===== src/rtl/cgra_exec_ctrl.sv =====
`default_nettype none
// ============================================================================
// Module   : cgra_exec_ctrl
// Purpose  : Loads the CGRA bitstream, strobes configuration, then runs the
//            fabric until every enabled output port has delivered its beats.
// Revision : 1.0 - initial release
// ============================================================================
module cgra_exec_ctrl #(
    parameter int DATA_WIDTH      = 32,
    parameter int BITSTREAM_WIDTH = 160,
    parameter int CFG_CYCLES      = 2,
    parameter int CNT_WIDTH       = 16
) (
    input  logic                       clk,
    input  logic                       rst,
    input  logic                       start_i,
    input  logic                       skip_load_i,
    input  logic                       abort_i,
    input  logic [CNT_WIDTH-1:0]       out_count_i,
    input  logic [3:0]                 port_mask_i,
    input  logic [DATA_WIDTH-1:0]      cfg_word_i,
    input  logic                       cfg_valid_i,
    output logic                       cfg_ready_o,
    output logic [BITSTREAM_WIDTH-1:0] config_bitstream_o,
    output logic                       bitstream_enable_o,
    output logic                       execute_o,
    input  logic [3:0]                 out_valid_mon_i,
    input  logic [3:0]                 out_ready_mon_i,
    output logic                       busy_o,
    output logic                       done_o
);

    localparam int C_NWORDS = BITSTREAM_WIDTH / DATA_WIDTH;
    localparam int C_WCW    = $clog2(C_NWORDS + 1);

    typedef enum logic [2:0] {
        S_IDLE   = 3'd0,
        S_LOAD   = 3'd1,
        S_CONFIG = 3'd2,
        S_EXEC   = 3'd3,
        S_DONE   = 3'd4
    } state_t;

    state_t                     r_state;
    logic [C_WCW-1:0]           r_word_cnt;
    logic [3:0]                 r_cfg_cnt;
    logic [CNT_WIDTH-1:0]       r_count;
    logic [3:0]                 r_mask;
    logic [CNT_WIDTH-1:0]       r_beat_cnt [4];
    logic [BITSTREAM_WIDTH-1:0] r_bitstream;

    logic [3:0] w_beat;
    logic [3:0] w_port_done;
    logic       w_last_word;
    logic       w_cfg_last;
    logic       w_all_done;

    // Beats saturate at the expected count; masked ports are complete by definition.
    generate
        for (genvar p = 0; p < 4; p++) begin : g_port
            assign w_beat[p]      = r_mask[p] && out_valid_mon_i[p] && out_ready_mon_i[p]
                                    && (r_beat_cnt[p] < r_count);
            assign w_port_done[p] = !r_mask[p] || (r_beat_cnt[p] == r_count);
        end
    endgenerate

    assign w_last_word = (r_word_cnt == C_WCW'(C_NWORDS - 1));
    assign w_cfg_last  = (r_cfg_cnt == 4'(CFG_CYCLES - 1));
    assign w_all_done  = &w_port_done;

    always_ff @(posedge clk) begin
        if (rst) begin
            r_state     <= S_IDLE;
            r_word_cnt  <= '0;
            r_cfg_cnt   <= '0;
            r_count     <= '0;
            r_mask      <= '0;
            r_bitstream <= '0;
            for (int p = 0; p < 4; p++) r_beat_cnt[p] <= '0;
        end else begin
            case (r_state)
                S_IDLE: begin
                    if (start_i) begin
                        r_count   <= out_count_i;
                        r_mask    <= port_mask_i;
                        r_cfg_cnt <= '0;
                        for (int p = 0; p < 4; p++) r_beat_cnt[p] <= '0;
                        if (skip_load_i) begin
                            r_state <= S_CONFIG;
                        end else begin
                            r_state    <= S_LOAD;
                            r_word_cnt <= '0;
                        end
                    end
                end
                S_LOAD: begin
                    if (abort_i) begin
                        r_state <= S_IDLE;
                    end else if (cfg_valid_i) begin
                        for (int k = 0; k < C_NWORDS; k++) begin
                            if (r_word_cnt == C_WCW'(k))
                                r_bitstream[k*DATA_WIDTH +: DATA_WIDTH] <= cfg_word_i;
                        end
                        r_word_cnt <= r_word_cnt + 1'b1;
                        if (w_last_word) begin
                            r_state   <= S_CONFIG;
                            r_cfg_cnt <= '0;
                        end
                    end
                end
                S_CONFIG: begin
                    if (abort_i)         r_state   <= S_IDLE;
                    else if (w_cfg_last) r_state   <= S_EXEC;
                    else                 r_cfg_cnt <= r_cfg_cnt + 1'b1;
                end
                S_EXEC: begin
                    if (abort_i) begin
                        r_state <= S_IDLE;
                    end else begin
                        if (w_all_done) r_state <= S_DONE;
                        for (int p = 0; p < 4; p++) begin
                            if (w_beat[p]) r_beat_cnt[p] <= r_beat_cnt[p] + 1'b1;
                        end
                    end
                end
                S_DONE:  r_state <= S_IDLE;
                default: r_state <= S_IDLE;
            endcase
        end
    end

    assign cfg_ready_o        = (r_state == S_LOAD);
    assign bitstream_enable_o = (r_state == S_CONFIG);
    assign execute_o          = (r_state == S_EXEC);
    assign done_o             = (r_state == S_DONE);
    assign busy_o             = (r_state != S_IDLE);
    assign config_bitstream_o = r_bitstream;

endmodule
`default_nettype wire

===== config.mk =====
export PLATFORM = sky130hd
export DESIGN_NAME = cgra_exec_ctrl
export DESIGN_NICKNAME = d
export VERILOG_FILES = /design/src/rtl/cgra_exec_ctrl.sv
export SDC_FILE = /design/constraint.sdc
export NUM_CORES = 1
export LEC_CHECK = 0
export CORE_ASPECT_RATIO = 0.5
export CORE_UTILIZATION = 35
export CTS_BUF_LIST = sky130_fd_sc_hd__clkbuf_8
export DETAILED_ROUTE_END_ITERATION = 8
export HOLD_SLACK_MARGIN = 0.05
export PLACE_DENSITY = 0.65
export SYNTH_ARGS = -nofsm -noshare
export SYNTH_HDL_FRONTEND = slang
export SYNTH_SLANG_ARGS = --single-unit

===== constraint.sdc =====
create_clock -name clk -period 6.05 [get_ports clk]
set_input_delay 0.605 -clock clk [delete_from_list [all_inputs] [get_ports clk]]
set_output_delay 0.605 -clock clk [all_outputs]
set_load 0.05 [all_outputs]

==> results.json <==
{
  "status": "completed",
  "synth-simple-area-share": 0.222,
  "holdPathStages": 2,
  "synthesis.nets": 1492,
  "drtIter0Drc": 686,
  "drt_drc_violations_left": 0,
  "drv_cap": 0,
  "critical_path_class": "reg -> out",
  "worstPathCellList": "or3b_2 -> inv_1 -> clkdlybuf4s50_1",
  "synth.area.top_cells": "dfxtp_1, edfxtp_1, nand2_1, a21oi_1, ha_1",
  "io_pins": 231,
  "finalNetCount": 1718,
  "synth_top_area_frac": 0.358,
  "holdCritStartpoint": "config_bitstream_o[9]",
  "diodes": 0,
  "routedWlPerCell_um": 17.1,
  "final_common_cell": "nand2_1",
  "r2r-end": "r_beat_cnt[2][9]",
  "syn-instance-count": 1351,
  "path_buf_inv": 2,
  "rows": 46,
  "synth_edf_count": 48,
  "grt_max_degree": 97,
  "yosysUniqueCellTypes": 58,
  "hold_violations": 0,
  "rsz0062_at_grt": "no",
  "dpl.hpwl_um": 23500,
  "hold_end": "config_bitstream_o[9]",
  "synth_compound_area_frac": 0.143,
  "slowest_delay_ns": 0.79,
  "synth_top_family_by_area": "simple AND/OR/NAND/NOR gates",
  "path_delay_family": "buffers and inverters",
  "p_sw_frac": 0.316,
  "syn_avg_cell_area_sq_um": 8.52,
  "grt_pass1_wl_um": 53000,
  "fp.coreArea_sq_um": 32000,
  "drt_pass1_iterations": 5,
  "power.leakage_nw": 5.21,
  "fin_cells": 2035,
  "hold_class": "reg -> reg",
  "worstPathRequired_ns": 5.44,
  "ys_seq_area_frac": 0.484,
  "syn_to_final_growth_pct": 31.5,
  "ant_nets": 0,
  "first_global_vias": 9203,
  "clock_latency_ns": 0.59,
  "rrSetupSlack_ns": 3.16,
  "groute.usage.overall": 0.201,
  "start_kind": "flop",
  "timing.slew.headroom": 0.302,
  "dr_total_vias": 10200,
  "layout_common_cells": "nand2_1, clkdlybuf4s50_1, dfxtp_1, a21oi_1, ha_1",
  "via_per_inst": 5.01,
  "die_w_um": 258,
  "start_util": 0.360,
  "drv_slew": 0,
  "ir_worst_vdd_v": 0.000143,
  "portBuffers": 230,
  "crit_slowest_cell": "clkdlybuf4s50_1",
  "fin_crit_sh": 0.528,
  "cts.repair.resized": 0,
  "rr_worst_depth": 8,
  "arrival_ns": 2.59,
  "tns_ns": 0,
  "power_density_nw_per_um2": 299,
  "die_h_um": 130,
  "grt-ovfl-total": 0,
  "power_mw": 4.53,
  "cts_sinks": 254,
  "skew_ns": 0.0278,
  "crit_path_end_kind": "output pin",
  "dieArea_sq_um": 33700,
  "path_clk_slew_ns": 0.06,
  "grt_antenna_before_repair": 0,
  "ctsHoldBuffers": 0,
  "period_minus_slack_ns": 3.19,
  "setup_viol": 0,
  "post-place-ws_ns": 2.73,
  "synth.yosys.warnings": 0,
  "synth-xor-area-share": 0.0327,
  "r2r-start": "r_count[9]",
  "drive_above_1_share": 0.0561,
  "cts_tree": "yes",
  "dp_cells": 1966,
  "yosys_most_used_dff": "dfxtp_1",
  "muxShareOfSynthArea": 0.00174,
  "worstMarginPinSlew_ns": 1.04,
  "worst-path-max-fanout": 13,
  "drt_wl_total_um": 34800,
  "fin_area_sq_um": 15100,
  "ys_ff_latch": 254,
  "p_clk_frac": 0.369,
  "clock_path_buffers": 3,
  "gp_congestion": 0.837,
  "layout_setup_ws_ns": 2.86,
  "post-cts-setup-buffers": 0,
  "p_comb_frac": 0.198,
  "netlist_area_sq_um": 11500,
  "intPower_mw": 3.10,
  "yosysTopAreaCell": "dfxtp_1",
  "async_flop_share": 0,
  "fmaxAchievable_ghz": 0.313,
  "p_seq_frac": 0.433,
  "h-tree-depth": 2,
  "numCtsBuffers": 41,
  "root_buffer": "clkbuf_8",
  "switchingPower_mw": 1.43,
  "place_area_sq_um": 14200,
  "yosys.area_share.adder": 0.0815
}
## layout make-up
cell class	instances	area, sq um
clock buffers	53	729
clock inverters	16	171
fillers	3143	16900
inverters	36	135
multi-input cells	996	5550
flip-flops and latches	254	5570
well taps	432	541
repair buffers	248	2440
## worst max-delay path by stage
| stage | depth (start not counted) | end | slack (ns) | from |
|---|---|---|---|---|
| 2_1_floorplan | 7 | r_beat_cnt[0][0] | 2.88 | abort_i |
| 4_1_cts | 3 | bitstream_enable_o | 2.83 | r_state[1] |
| 5_1_grt | 3 | bitstream_enable_o | 2.75 | r_state[1] |
| 3_5_place_dp | 7 | r_beat_cnt[2][5] | 2.73 | abort_i |
| 6_report | 3 | bitstream_enable_o | 2.86 | r_state[1] |
| 3_3_place_gp | 5 | r_beat_cnt[2][5] | 2.74 | rst |
## state kept, by name, summed over array words and instances, names as in the netlist
signal / count
r_word_cnt: 3
r_mask: 4
r_cfg_cnt: 4
r_beat_cnt: 64
r_count: 16
config_bitstream_o: 160
r_state: 3
## per-stage QoR
stage	utilization	hold slack [ns]
final	0.473	0.452
after global routing	0.473	0.469
after CTS	0.473	0.454
after detailed placement	0.445	0.446
after global placement	0.445	0.441
after floorplan	-	0.458
## worst min-delay path, stage by stage (launching register included)
cell and delay (ns):
dfxtp_1 0.31, nand2_1 0.05, a21oi_1 0.05
## routing by layer
metal | routed length [um] | share of wire | track usage
met1 | 16000 | 0.46 | 0.265
met2 | 16800 | 0.48 | 0.341
met3 | 1370 | 0.039 | 0.0365
met4 | 551 | 0.016 | 0.0512
met5 | 0 | 0 | 0
## cell families (layout without fill, tap and decap cells)
family          count (synthesis)  after routing
xor+xnor                       43             43
mux                             2              2
buf+inv                       101            353
compound gates                290            290
flops                         254            254
fa+ha+maj                      75             75
simple gates                  586            586
## synthesized netlist by cell type, types with 5 or more instances
| library cell | n |
|---|---|
| nand3_1 | 36 |
| dfxtp_1 | 206 |
| a21oi_1 | 203 |
| o21a_1 | 8 |
| xnor2_1 | 14 |
| buf_2 | 9 |
| edfxtp_1 | 48 |
| xor2_1 | 29 |
| or3_1 | 7 |
| or4_1 | 6 |
| clkbuf_1 | 54 |
| and4_1 | 5 |
| o21ai_0 | 32 |
| inv_1 | 36 |
| nor3_1 | 38 |
| and3_1 | 13 |
| nor2_1 | 45 |
| o31ai_1 | 7 |
| nand4_1 | 21 |
| a22o_1 | 6 |
| and2_1 | 6 |
| nor2b_1 | 9 |
| ha_1 | 75 |
| nand2_1 | 384 |
## power groups by stage
stage / Sequential (mW) / Combinational [mW] / Clock (mW)
after global placement: 1.99 / 0.880 / 0
after floorplan: 2.01 / 0.554 / 0
after detailed placement: 1.99 / 0.892 / 0
after global routing: 1.97 / 0.994 / 1.79
final: 1.96 / 0.898 / 1.67
after CTS: 1.96 / 0.899 / 1.71
(Power assumes the default switching activity.)
